File: config.mk
export PLATFORM = sky130hd
export DESIGN_NAME = rr_arb3_reg
export DESIGN_NICKNAME = d
export VERILOG_FILES = /design/src/rtl/rr_arb3_reg.sv
export SDC_FILE = /design/constraint.sdc
export NUM_CORES = 1
export LEC_CHECK = 0
export ABC_AREA = 1
export CORE_MARGIN = 2
export CORE_UTILIZATION = 54
export DETAILED_ROUTE_END_ITERATION = 12
export DONT_BUFFER_PORTS = 1
export PLACE_DENSITY = 0.72
export SLEW_MARGIN = 5
export SYNTH_ARGS = -nofsm -noshare
export SYNTH_HDL_FRONTEND = slang
export SYNTH_SLANG_ARGS = --single-unit
File: constraint.sdc
create_clock -name clk -period 1.54 [get_ports clk]
set_input_delay 0.154 -clock clk [delete_from_list [all_inputs] [get_ports clk]]
set_output_delay 0.154 -clock clk [all_outputs]
set_load 0.02 [all_outputs]
File: src/rtl/rr_arb3_reg.sv
// rr_arb3_reg: three-source round-robin arbiter feeding a one-entry registered output stage
// Ports:
//   clk, reset       rising-edge clock, asynchronous active-high reset
//   d0, d1, d2, v    source data words and per-source valid bits
//   rdy              per-source ready, combinational, at most one bit set
//   s                grant select (00 -> d0, 01 -> d1, 10 -> d2)
//   y, y_valid       registered output word and its valid flag
//   y_ready          downstream accepts y this cycle
//   last             index of the most recently transferred source
module rr_arb3_reg #(
  parameter int WIDTH = 8
) (
  input  logic             clk,
  input  logic             reset,
  input  logic [WIDTH-1:0] d0,
  input  logic [WIDTH-1:0] d1,
  input  logic [WIDTH-1:0] d2,
  input  logic [2:0]       v,
  output logic [2:0]       rdy,
  output logic [1:0]       s,
  output logic [WIDTH-1:0] y,
  output logic             y_valid,
  input  logic             y_ready,
  output logic [1:0]       last
);
  logic [WIDTH-1:0] y_q, y_d;
  logic             y_valid_q, y_valid_d;
  logic [1:0]       last_q, last_d;
  logic [1:0]       p0, p1, g;
  logic             ofree, xfer;
  logic [WIDTH-1:0] dsel;
  always_comb begin
    // priority rotates so the source after last is checked first, last itself least
    p0 = (last_q == 2'd2) ? 2'd0 : last_q + 2'd1;
    p1 = (p0 == 2'd2) ? 2'd0 : p0 + 2'd1;
    g = v[p0] ? p0 : v[p1] ? p1 : last_q;
    s = (|v) ? g : last_q;
    ofree = !y_valid_q || y_ready;
    rdy = ((|v) && ofree) ? (3'b001 << g) : 3'b000;
    xfer = |rdy;
    dsel = (s == 2'd0) ? d0 : (s == 2'd1) ? d1 : d2;
    y_d = xfer ? dsel : y_q;
    last_d = xfer ? g : last_q;
    y_valid_d = xfer || (y_valid_q && !y_ready);
  end
  always_ff @(posedge clk or posedge reset) begin
    if (reset) begin
      y_q       <= '0;
      y_valid_q <= 1'b0;
      last_q    <= 2'd2;
    end else begin
      y_q       <= y_d;
      y_valid_q <= y_valid_d;
      last_q    <= last_d;
    end
  end
  assign y       = y_q;
  assign y_valid = y_valid_q;
  assign last    = last_q;
endmodule
# Yosys cells after proc, flatten, opt, wreduce, memory -nomap -nowiden
# Cells that the tools add are included.
op_classes:
  reduce_logical: 9
  mux: 12
  n_shift: 1
  n_lt_le_gt_ge: 2
  add_sub_neg: 2
  eq_ne: 3
ops:
  columns: ["op", "count"]
  rows:
  - ["8-bit 2-to-1 mux", 2]
  - ["2-bit 2-to-1 mux", 5]
  - ["2-bit by 3-bit less-than comparator with 1-bit output, second input constant", 2]
  - ["3-bit OR reduction", 2]
  - ["2-bit by 1-bit adder with 2-bit output, second input constant", 2]
  - ["1-bit binary-select mux with 2-bit select", 2]
  - ["2-bit == test, second input constant", 2]
  - ["3-bit 2-to-1 mux", 1]
  - ["1-bit by 2-bit left shift with 3-bit output, first input constant", 1]
  - ["2-bit by 1-bit == test with 1-bit output, second input constant", 1]
  - ["1-bit logical AND", 2]
  - ["1-bit zero test", 2]
  - ["2-bit zero test", 1]
  - ["1-bit logical OR", 2]
  - ["1-bit 2-to-1 mux", 2]
totals:
  output_inout_bits: 16
  regBits: 11
  input_bits: 30
  wordCells: 32

# Longest topological paths before layout
depth:
  word_depth: 12
  ltp_mapped: 12
  mapped_depth_nobuf: 12

# Least setup slack after synthesis
# No wires, ideal clock.
synth_path:
  path_kind: "reg2out"
  start: "register last_q[1], in the netlist last[1]"
  end: "output port rdy[0]"
  path_stages_with_launch: 8
  t_arrival_ns: 1.576
  path_slack_ns: -0.190
  required_time_ns: 1.386
  path_buffers: 2
  path_cell_list: "dfstp_2 > nor2_1 > a21oi_1 > nor2_2 > nor2_4 > buf_6 > buf_6 > and3_1"
synth_via:
  elab_chain_len: 10
  elab_cells_between_ends: 14
  classes_between: "add/sub: 2; eq/ne: 2; shift: 1; mux: 9"
synth_rtl:
  columns: ["element", "line_no", "text"]
  rows:
  - ["start: declaration", "28", "logic [1:0] last_q, last_d;"]
  - ["start signal: assignment", "54", "last_q <= last_d;"]
  - ["2-bit by 1-bit adder with 2-bit output or 2-bit == test (tied branches)", "34", "p0 = (last_q == 2'd2) ? 2'd0 : last_q + 2'd1;"]
  - ["2-bit 2-to-1 mux", "34", null]
  - ["2-bit by 1-bit adder with 2-bit output or 2-bit == test (tied branches)", "35", "p1 = (p0 == 2'd2) ? 2'd0 : p0 + 2'd1;"]
  - ["2-bit 2-to-1 mux", "35", null]
  - ["1-bit binary-select mux with 2-bit select", "36", "g = v[p0] ? p0 : v[p1] ? p1 : last_q;"]
  - ["1-bit 2-to-1 mux (not written as such)", "36", null]
  - ["2-bit 2-to-1 mux", "36", null]
  - ["2-bit 2-to-1 mux (*)", "36", null]
  - ["1-bit by 2-bit left shift with 3-bit output (*)", "39", "rdy = ((|v) && ofree) ? (3'b001 << g) : 3'b000;"]
  - ["3-bit 2-to-1 mux (*)", "39", null]
  - ["end: declaration", "19", "output logic [2:0] rdy,"]
# Mark *: on every way between the ends. The rest lies on a longest branch, timed or not. The select of a mux whose other input is x is not followed.

# Final worst setup path
layout_path:
  start: "register last_q[0], in the netlist last[0]"
  end: "output port rdy[1]"
# Same word-level chain as after synthesis.

==> metrics.md <==
| Metric | Value |
|---|---|
| DR iter-0 viols | `40` |
| Number of CTS-inserted buffers | `3` |
| Row cnt | `13` |
| Bufs on Longest Clock Path | `2` |
| HP Class | `input port to flop` |
| Wire per inst | `19.26 um` |
| CTS tree | `built` |
| Commonest non-fill, non-tap cells in the layout | `nand2_1, nand3_1, buf_4, nand3_2, dfrtp_1` |
| Area of the core | `1350 sq um` |
| Post-layout util | `92.22%` |
| Starting Density | `60.15%` |
| Leading cell type in the layout, fill and taps excluded | `nand2_1` |
| M3 GR Usage | `7.660%` |
| Port-buffer cells | `0` |
| Netlist cell types | `21` |
| Area grow syn2layout | `53.31%` |
| Synth warn | `0` |
| R2r worst-path depth | `11` |
| Worst Path Arrival | `1.73 ns` |
| Residual DRC count | `0` |
| Failing checks | `setup timing` |
| Nets | `184` |
| Slew Limit Headroom | `73.11%` |
| Critical Path Start Type | `flop` |
| VDD IR max | `0.001815 V` |
| Crit end category | `primary output` |
| Worst setup margin | `-0.3435 ns` |
| Post-DP HPWL | `1687 um` |
| Footprint of the multi-input gates | `554.3 sq um` |
| Cells after Synth | `119` |
| FF+latch count, synth | `11` |
| First-pass GRT wire length | `4215 um` |
| Register area share after synthesis | `34.05%` |
| Htree depth | `1` |
| Leak | `0.0006614 uW` |
| Fmax achieved | `530.9 MHz` |
| Antenna violations before repair | `0` |
| GRT Util Overall | `30.97%` |
| Final worst path period share | `122.3%` |
| Unrepaired setup endpoints after global routing | `yes` |
| N_diodes | `0` |
| Max cap viols | `0` |
| Outcome | `finished with violations` |
| Initial DRT Pass Iterations | `7` |
| Largest net degree at the start of global routing | `18` |
| Clk slew on worst S/H paths | `0.07 ns` |
| FILL cells | `54` |
| Pwr/cell area | `2720 nW/um^2` |
| CP most frequent cell | `buf_4` |
| Net count of the mapped netlist | `149` |
| Vias | `1062` |
| Critical path peak fanout | `6` |
| Hold Path Cell Cnt | `4` |
| Sink Count | `11` |
| Met1 GRT Util | `34.68%` |
| Clock skew | `0.005590 ns` |
| Die Width | `42.78 um` |
| Critical path's slowest cell | `dfrtp_2` |
| Total I/O pin count | `46` |
| Setup TNS | `-4.504 ns` |
| Die area | `1830 sq um` |
| Slew Viols, Final | `0` |
| Vias in the first global route | `947` |
| Hold Vio Cnt, Final | `0` |
| Post-DRT Antenna Nets | `0` |
| Busiest layer in global routing | `met2` |
| Worst-Margin Slew | `0.4029 ns` |
| Met2 usage | `56.06%` |
| CTS root buf | `clkbuf_4` |
| Grt ovf | `0` |
| Finish-stage setup viols | `16` |
| Post-Syn Area per Cell | `6.824 sq um` |
| Share of post-route cells with drive strength above 1 | `47.06%` |
| Die Ht | `42.78 um` |
| Post-Synthesis Cell Area | `812.0 sq um` |
| Period minus WS final | `1.884 ns` |
| DR vias/cell | `6.321` |
| Final wirelength | `3236 um` |
| Worst skew pair latency | `0.27 ns` |
| Crit-path cells | `nor2_2 -> nand2_2 -> buf_4 -> buf_4 -> buf_4 -> nand2_4 -> nand3_2 -> inv_2` |
| Sequential cell area | `277.8 sq um` |
| Critical path class | `flop to primary output` |
| Crit path required time | `1.39 ns` |
| RePlAce Congestion | `0.9008` |
| CP max stage delay | `0.46 ns` |
-- report_power, final --
part           leakage, uW  internal [uW]  switching [uW]
clock            0.0000177           96.2             101
combinational     0.000512           1100            1390
sequential        0.000131            439             258
total             0.000661           1640            1750
-- state kept, by name, summed over array words and instances (netlist names) --
signal,flops
last,2
y,8
y_valid,1
-- worst max-delay path: cells and delay by family (launching register included) --
| kind | cells | cell delay (ns) |
|---|---|---|
| flops | 1 | 0.46 |
| simple gates | 4 | 0.49 |
| buf+inv | 4 | 0.51 |
-- synthesized netlist by cell type --
cell type	n	share of area, %
a21oi_1	1	0.62
a21oi_2	1	1.1
a31oi_1	1	0.77
and3_1	1	0.77
buf_2	1	0.62
buf_6	2	2.8
dfrtp_1	10	31
dfstp_2	1	3.2
inv_1	10	4.6
inv_2	4	1.8
inv_4	1	0.77
nand2_1	40	18
nand2_2	4	3.1
nand3_1	29	18
nand3_2	4	4.9
nor2_1	2	0.92
nor2_2	2	1.5
nor2_4	1	1.4
o21ai_0	1	0.62
o21ai_1	2	1.2
o21ai_4	1	2.0
-- stage by stage --
stage	hold WS [ns]	total power (uW)	setup WS [ns]	instance area (sq um)	cells
2_1_floorplan	0.005655	1934	-0.1389	855.8	119
3_3_place_gp	0.03888	2375	-0.1007	973.4	147
3_5_place_dp	0.04911	2412	-0.1430	973.4	147
4_1_cts	0.1169	2903	-0.2946	1129	163
5_1_grt	0.1271	3570	-0.4085	1245	168
6_report	0.1220	3386	-0.3435	1245	168
-- cell type report --
class                   instances  area share [%]
clock buffers                   3           1.809
clock inverters                 1          0.4020
inverters                      15           5.126
multi-input cells              90           44.52
flip-flops and latches         11           22.31
well taps                      15           1.508
repair buffers                 33           24.32
-- routing by layer --
metal / wire length, um / up-vias / share of wire, %
li1: - / 456 / -
met1: 1090 / 506 / 34
met2: 1767 / 84 / 55
met3: 233 / 16 / 7.2
met4: 145 / 0 / 4.5
met5: 0 / - / 0
-- kinds of logic after synthesis --
kind of cell | Yosys count | share of synthesized area [%]
AO/OA/AOI/OAI | 7 | 6.318
buffers and inverters | 18 | 10.63
flip-flops | 11 | 34.05
AND/OR/NAND/NOR | 83 | 49.00
-- path summary, 6_finish.rpt --
path | from | slack (ns) | end
worst min register to register | y_valid | 0.58 | y_valid
worst max register to register | last[1] | -0.32 | last[0]
worst min-delay path | d2[5] | 0.12 | y[5]
min in group asynchronous | reset | 0.32 | y[4]
worst max-delay path | last[0] | -0.34 | rdy[1]
max in group asynchronous | reset | 0.90 | last[1]
-- what timing repair did --
action / CTS / global route
pin swaps: 8 / 7
hold buffers: 2 / 0
setup buffers: 10 / 5
gates resized for setup: 9 / 19
hold endpoints to repair: 11 / 0
setup endpoints to repair: 16 / 16
Power figures use the tool's default switching activity.
